**src/rtl/x1_ioctl_loader.sv**
```systemverilog
// HPS ioctl download -> dpram port A byte writer for the X1 boot/program RAM.
// A small FIFO absorbs port-A stalls; the Z80 is held in reset while an image loads.
module x1_ioctl_loader #(
   parameter int         AW          = 16,
   parameter logic [7:0] INDEX       = 8'd0,
   parameter int         DEPTH       = 4,
   parameter int         HOLD_CYCLES = 16
) (
   input  logic          clk_sys,
   input  logic          reset_n,
   input  logic          ioctl_download,
   input  logic [7:0]    ioctl_index,
   input  logic          ioctl_wr,
   input  logic [24:0]   ioctl_addr,
   input  logic [7:0]    ioctl_dout,
   output logic          ioctl_wait,
   input  logic          mem_ready,
   output logic          mem_wren,
   output logic [AW-1:0] mem_addr,
   output logic [7:0]    mem_data,
   output logic          cpu_reset,
   output logic          load_done,
   output logic [AW:0]   byte_count,
   output logic          err_range,
   output logic          err_overflow
);

   localparam int PW = $clog2(DEPTH);
   localparam int CW = PW + 1;
   localparam int HW = $clog2(HOLD_CYCLES) + 1;
   localparam logic [CW-1:0] FULL    = CW'(DEPTH);
   localparam logic [CW-1:0] NEAR    = CW'(DEPTH - 1);
   localparam logic [AW:0]   BC_MAX  = {1'b1, {AW{1'b0}}};

   typedef enum logic [1:0] {ST_IDLE, ST_LOAD, ST_DRAIN, ST_HOLD} state_t;

   state_t            state, state_nxt;
   logic [HW-1:0]     hold_cnt;
   logic              from_drain;
   logic [AW+7:0]     fifo_mem [DEPTH];
   logic [PW-1:0]     wr_ptr, rd_ptr;
   logic [CW-1:0]     count, count_nxt;
   logic              sel, out_of_range, strobe, push, pop, hold_last, enter_load;

   function automatic logic [AW:0] sat_inc(input logic [AW:0] v);
      return (v == BC_MAX) ? v : v + (AW+1)'(1);
   endfunction

   always_comb begin
      sel          = ioctl_download && (ioctl_index == INDEX);
      out_of_range = (ioctl_addr >> AW) != 25'd0;
      strobe       = (state == ST_LOAD) && sel && ioctl_wr;
      push         = strobe && !out_of_range && (count != FULL);
      pop          = (count != '0) && mem_ready;
      count_nxt    = count + CW'(push) - CW'(pop);
      hold_last    = hold_cnt == HW'(HOLD_CYCLES - 1);
      enter_load   = sel && ((state == ST_IDLE) || (state == ST_HOLD));
   end

   always_comb begin
      state_nxt = state;
      cpu_reset = (state != ST_IDLE);
      case (state)
         ST_IDLE:  if (sel) state_nxt = ST_LOAD;
         ST_LOAD:  if (!ioctl_download) state_nxt = ST_DRAIN;
         ST_DRAIN: if ((count == '0) && !mem_wren) state_nxt = ST_HOLD;
         ST_HOLD: begin
            if (sel)            state_nxt = ST_LOAD;
            else if (hold_last) state_nxt = ST_IDLE;
         end
         default:  state_nxt = ST_HOLD;
      endcase
   end

   always_ff @(posedge clk_sys or negedge reset_n) begin
      if (!reset_n) begin
         state      <= ST_HOLD;
         hold_cnt   <= '0;
         from_drain <= 1'b0;
         load_done  <= 1'b0;
      end else begin
         state     <= state_nxt;
         hold_cnt  <= ((state == ST_HOLD) && (state_nxt == ST_HOLD)) ? hold_cnt + HW'(1) : '0;
         load_done <= (state == ST_HOLD) && (state_nxt == ST_IDLE) && from_drain;
         // Only a drained load earns load_done; the post-reset hold does not.
         if ((state == ST_DRAIN) && (state_nxt == ST_HOLD))
            from_drain <= 1'b1;
         else if (state_nxt != ST_HOLD)
            from_drain <= 1'b0;
      end
   end

   always_ff @(posedge clk_sys) begin
      if (push) fifo_mem[wr_ptr] <= {ioctl_addr[AW-1:0], ioctl_dout};
   end

   always_ff @(posedge clk_sys or negedge reset_n) begin
      if (!reset_n) begin
         wr_ptr       <= '0;
         rd_ptr       <= '0;
         count        <= '0;
         mem_wren     <= 1'b0;
         mem_addr     <= '0;
         mem_data     <= '0;
         ioctl_wait   <= 1'b0;
         byte_count   <= '0;
         err_range    <= 1'b0;
         err_overflow <= 1'b0;
      end else begin
         count    <= count_nxt;
         mem_wren <= pop;
         if (push) wr_ptr <= wr_ptr + PW'(1);
         if (pop) begin
            rd_ptr   <= rd_ptr + PW'(1);
            mem_addr <= fifo_mem[rd_ptr][AW+7:8];
            mem_data <= fifo_mem[rd_ptr][7:0];
         end
         // One slot of margin covers a strobe already launched before the HPS sees wait.
         ioctl_wait <= (state_nxt == ST_LOAD) && (count_nxt >= NEAR);
         if (enter_load) begin
            byte_count   <= '0;
            err_range    <= 1'b0;
            err_overflow <= 1'b0;
         end else begin
            if (pop) byte_count <= sat_inc(byte_count);
            if (strobe && out_of_range) err_range <= 1'b1;
            if (strobe && !out_of_range && (count == FULL)) err_overflow <= 1'b1;
         end
      end
   end

endmodule

```
**config.mk**
```make
export PLATFORM = sky130hd
export DESIGN_NAME = x1_ioctl_loader
export DESIGN_NICKNAME = d
export VERILOG_FILES = /design/src/rtl/x1_ioctl_loader.sv
export SDC_FILE = /design/constraint.sdc
export NUM_CORES = 1
export LEC_CHECK = 0
export CELL_PAD_IN_SITES_DETAIL_PLACEMENT = 1
export CELL_PAD_IN_SITES_GLOBAL_PLACEMENT = 1
export CORE_MARGIN = 3
export CORE_UTILIZATION = 48
export DETAILED_ROUTE_END_ITERATION = 7
export PLACE_DENSITY = 0.88
export SETUP_SLACK_MARGIN = 0.15
export SLEW_MARGIN = 10
export SYNTH_ARGS = -nofsm -noshare
export SYNTH_HDL_FRONTEND = slang
export SYNTH_SLANG_ARGS = --single-unit
```
**constraint.sdc**
```tcl
create_clock -name clk_sys -period 6.9 [get_ports clk_sys]
set_input_delay 1.035 -clock clk_sys [delete_from_list [all_inputs] [get_ports clk_sys]]
set_output_delay 1.035 -clock clk_sys [all_outputs]
set_load 0.005 [all_outputs]
```
======== Word-level counts from Yosys, hierarchy flattened ========
Memories as Yosys holds them, arrays and structs flattened. A register that Yosys moved wholly into a read port is not among the register bits.
Cells that the tools add are included.
operators by class
  add/sub/neg operators ................... 6
  order comparisons ....................... 1
  equality and inequality tests ........... 11
  muxes and demuxes ....................... 18
  reductions and logical operators ........ 31
operators by type and width
  cell                                                                                 count
  17-bit 2-to-1 mux                                                                    3
  25-bit nonzero test                                                                  1
  17-bit by 1-bit adder with 17-bit output, second input constant                      1
  17-bit == test, second input constant                                                1
  1-bit logical AND                                                                    15
  2-bit 2-to-1 mux                                                                     5
  2-bit nonzero test                                                                   5
  8-bit zero test                                                                      1
  1-bit 2-to-1 mux                                                                     8
  2-bit one-hot mux with 4 select lines                                                1
  2-bit == test, second input constant                                                 3
  5-bit by 1-bit adder with 5-bit output, second input constant                        1
  5-bit by 4-bit == test with 1-bit output, second input constant                      1
  5-bit 2-to-1 mux                                                                     1
  2-bit by 1-bit adder with 2-bit output, second input constant                        2
  2-bit by 1-bit == test with 1-bit output, second input constant                      2
  2-bit zero test                                                                      2
  2-bit inequality test, second input constant                                         2
  3-bit by 1-bit adder with 3-bit output                                               1
  3-bit == test, second input constant                                                 1
  3-bit by 2-bit greater-or-equal comparator with 1-bit output, second input constant  1
  1-bit zero test                                                                      3
  3-bit zero test                                                                      1
  3-bit inequality test, second input constant                                         1
  other kinds (4)                                                                      4
storage, ports and cells
  register bits after elaboration ......... 37
  RAM bits ................................ 96
  input bits .............................. 46
  output and inout bits ................... 47
  memories kept ........................... 1
memory list
  name      words  bits a word  read ports  clocked after memory_dff  wr ports  RTL line  RTL
  fifo_mem  4      24           1           1                         1         40        logic [AW+7:0] fifo_mem [DEPTH];

======== Depth between registers and ports, before layout ========
  word-level depth ........................ 10
  gate-level depth with buffers ........... 14
  mapped depth without buffers ............ 14

======== Worst setup path before layout ========
No wires, ideal clock.
  path kind ............................... input -> register
  from .................................... in ioctl_index[1]
  to ...................................... reg ioctl_wait
  arrival ................................. 3285 ps
  path slack .............................. 3527 ps
  stages .................................. 12
  buffers on the path ..................... 0
  cell sequence ........................... nor3_1 > nand4_2 > nor3b_4 > inv_1 > ha_1 > inv_1 > ha_1 > fa_1 > xnor2_1 > xnor2_1 > a21oi_1 > nor3b_1
on the way
  word-level cells in the longest chain between the ends .. 10
  elaborated cells on any way between the ends .. 14
  those cells by class .................... 2 x add/sub; 1 x order compare; 1 x eq/ne; 3 x mux; 7 x reduce/logical
RTL lines
  what                                                          RTL line  RTL
  from (decl)                                                   12        input logic [7:0] ioctl_index,
  8-bit zero test                                               50        sel = ioctl_download && (ioctl_index == INDEX);
  1-bit logical AND                                             50
  1-bit logical AND (2 in a row)                                52        strobe = (state == ST_LOAD) && sel && ioctl_wr;
  1-bit logical AND (2 in a row)                                53        push = strobe && !out_of_range && (count != FULL);
  3-bit by 1-bit adder with 3-bit output                        55        count_nxt = count + CW'(push) - CW'(pop);
  3-bit by 1-bit subtractor with 3-bit output                   55
  via count_nxt[2]                                              42        logic [CW-1:0] count, count_nxt;
  3-bit by 2-bit greater-or-equal comparator with 1-bit output  119       ioctl_wait <= (state_nxt == ST_LOAD) && (count_nxt >= NEAR);
  1-bit logical AND                                             119
  to (signal assigned)                                          119
  to (decl)                                                     16        output logic ioctl_wait,
The timed path passes the listed nets, and every way through them passes these cells.
A chain may end at the register's enable or synchronous reset.

======== Final worst setup path ========
Ends and elaborated chain as after synthesis.

==> results by group <==
Outcome
  – Status: completed

Timing
  – Highest clock frequency the design can meet: 260 MHz
  – Final worst path period share: 55.7%
  – Count of endpoints failing hold in the final timing report: 0
  – Transition time at the pin with the least slew margin: 1200 ps
  – Largest clock skew in the final design: 19.8 ps
  – Total negative setup slack: 0 ps
  – Slew Limit Headroom: 19.8%
  – RSZ-0062 raised after global routing: false
  – Min cycle time layout: 3850 ps
  – Setup slack after layout: 3050 ps
  – Slew Limit Fails: 0
  – Final setup violation count: 0

Synth
  – Top-area cell type share of the netlist area: 44.6%
  – Netlist Area Pre-Place: 6460 µm²
  – Warning count from the yosys run: 0
  – Number of enable-type register cells in the synthesized netlist: 96
  – Post-synthesis async set-or-reset flop share: 38.9%
  – Post-synth top area cell: edfxtp_1
  – Part of the Yosys area used for sequential elements: 68.2%
  – Library cells used by synthesis: 50
  – Number of instances in the synthesized netlist: 437
  – Top cells by area, synth: edfxtp_1 45%, dfrtp_1 23%, mux4_2 8.4%
  – Number of flip-flops and latches in the synthesized netlist: 157
  – Most used DFF post-synth: edfxtp_1
  – Avg Synthesized Cell Area: 14.8 µm²
  – Syn Nets: 499

Detailed routing
  – Met2 routed wirelength: 8.41 mm
  – Final antenna-violating net count: 0
  – DRC violations left: 0
  – Detail-routed net length per standard cell: 21.3 µm
  – Top Layer Used: met4
  – Length of routed wiring on met1: 6.11 mm
  – Via total after detailed routing: 3969
  – Starting DRC count in detailed routing: 310
  – Avg Vias per Cell: 5.47
  – Total wirelength of the detailed-routed design: 15.5 mm
  – Detail Route met3 WL: 835 µm
  – Total iterations of the first detailed-routing run: 4

Hold path
  – Hold path startpoint: hold_cnt[0]
  – Hold WC Path Type: reg -> reg

Finish
  – Final core utilization: 63.6%
  – Count of placed standard cells in the final layout, fillers left out: 726
  – Area growth from synthesis to final layout: 26.6%
  – Commonest non-fill, non-tap cell in the layout: edfxtp_1
  – Highest-count cells in the layout ignoring fill and taps: 96 x edfxtp_1, 91 x clkdlybuf4s50_1, 84 x nand2_1
  – Final layout net count: 603
  – Total inserted antenna cells: 0
  – Fraction of final layout cells with drive strength greater than 1: 13.2%

Critical path
  – Longest individual stage delay on the worst path: 430 ps
  – Worst setup EP type: flip-flop
  – Critical Path Source Type: primary input
  – Arrival time of data at the critical path endpoint: 4180 ps
  – Slowest stage cell, crit path: nor3b_4
  – Number of buffers and inverters on the critical path: 3
  – Critical path class: in -> reg
  – Launch point of the critical path: ioctl_index[1]
  – Reg2Reg Launch Point: count[2]
  – Flop-to-flop setup slack: 3580 ps
  – Endpoint required time on the critical path: 7230 ps
  – Family with the most delay on the worst path: simple AND/OR/NAND/NOR gates
  – Worst Path Max Fanout: 7
  – Cells traversed along the worst timing path: clkdlybuf4s50_1, nor3_1, nand4_2, nor3b_4, inv_1, ha_1, inv_1, ha_1, fa_1, xnor2_1, xnor2_1, a21oi_1, nor3b_1

CTS
  – Clock-pin slew reported for the worst setup and hold paths after clock tree synthesis: 60 ps
  – Number of buffers inserted by post-CTS setup repair: 0
  – Worst skew pair latency: 430 ps
  – Clock tree root buffer cell: clkbuf_16
  – Number of levels the H-tree was split into: 4
  – Clock tree from TritonCTS: built
  – Hold buffer count at cts: 0
  – Count of instances resized after the clock tree is built: 0
  – Total clock sinks: 157
  – Number of buffers added by the clock tree synthesis step: 17
  – Clock buffer depth: 2

Floorplan
  – Row count: 41
  – Die area: 14900 µm²
  – Die span in y: 122 µm
  – Core region area: 12900 µm²
  – DIE WIDTH: 122 µm
  – Top-level port count: 93
  – Starting density of the core: 50.2%

Power
  – Worst IR Drop VDD: 193 µV
  – Power per cell area: 358 nW/µm²
  – Static leakage: 3.15 nW
  – Switching share of power: 28.7%
  – Switching component of the power: 839 µW
  – Clock network fraction of design power: 32.5%
  – Part of the power in registers: 44.5%
  – Overall power of the completed layout: 2.93 mW
  – Internal power contribution: 2.09 mW
  – Combinational Power Share: 23.0%

GRT
  – Global-route wire length before repair: 24.5 mm
  – Global router's overall resource usage: 22.3%
  – Initial antenna violation count: 0
  – Number of global-route vias before repair: 4432
  – Total global routing overflow: 0
  – Pin count of the biggest net entering global routing: 62

Placed design
  – Number of input and output port buffers inserted: 92
  – Detailed placer's ending HPWL: 9.92 mm
  – Global placer's final weighted congestion: 0.872
  – Place WS: 2610 ps
  – Count of placed standard cells including taps: 694

Job
  – # Max-Cap Violations: 0
[power by group through the flow]
stage / combinational [mW] / clock (mW) / sequential, mW
after CTS: 0.688 / 0.971 / 1.31
final: 0.674 / 0.951 / 1.30
after detailed placement: 0.676 / 0 / 1.32
after global routing: 0.745 / 1.01 / 1.32
after floorplan: 0.411 / 0 / 1.21
after global placement: 0.631 / 0 / 1.31
[cell usage after synthesis, drive strengths merged, types with 2 or more instances]
cell type  number
mux4           24
o21a            2
nor3b           2
clkbuf          4
dfstp           2
buf             9
inv            20
xnor2          13
nor2b           3
nand2          84
and2            5
o21ai           4
mux2i           2
edfxtp         96
ha             15
or2             4
nor4            6
a21oi          10
and3            2
and4            2
o31ai           4
nand4           5
nor4b           4
nand3           9
or4             3
nor3           14
nand2b          4
nor2           13
dfrtp          59
[worst reg2reg max path: stages (launching register included)]
cell and delay [ps]:
dfrtp_1 450, nor3_1 270, nand2b_1 150, buf_4 340, inv_2 360, ha_1 400, inv_1 40, ha_1 180
fa_1 380, xnor2_1 230, xnor2_1 180, a21oi_1 60, nor3b_1 180
[through the flow]
step	instance area, µm²	hold WS (ps)
floorplan	6460	441
global placement	7590	457
global route	8190	499
finish	8190	479
CTS	8190	478
detailed placement	7590	468
[registers in the layout (all words and copies together), names as in the netlist]
register / flops
byte_count: 17
fifo_mem: 96
count: 3
rd_ptr: 2
state: 2
load_done: 1
mem_wren: 1
err_range: 1
ioctl_wait: 1
mem_data: 8
wr_ptr: 2
hold_cnt: 5
err_overflow: 1
mem_addr: 16
from_drain: 1
[cell families after synthesis]
family	Yosys count	synth area share (%)
multiplexers	27	8.84
AND/OR/NAND/NOR	164	12.9
adder cells (fa/ha/maj)	16	3.21
flip-flops	157	68.2
XOR/XNOR	14	1.90
AO/OA/AOI/OAI	26	2.88
buffers and inverters	33	2.03
[per-layer routing]
metal | up-vias | global-route usage (%)
li1 | 1802 | -
met1 | 2026 | 26.8
met2 | 133 | 39.2
met3 | 8 | 6.04
met4 | 0 | 7.00
met5 | - | 0
[final cells by class]
cell class	count	area [µm²]
clock buffers	18	439
clock inverters	14	163
fillers	1210	4690
inverters	20	75.1
multi-input cells	247	1920
flip-flops and latches	157	4410
well taps	172	215
repair buffers	98	961
[worst paths after layout]
kind / endpoint / cells past startpoint
worst max-delay path: ioctl_wait / 13
worst min-delay path: hold_cnt[0] / 1
worst max register to register: ioctl_wait / 12
worst min register to register: hold_cnt[0] / 1
max in group asynchronous: rd_ptr[0] / 2
min in group asynchronous: hold_cnt[4] / 2
Note: power is estimated with default switching activity, not from simulation.
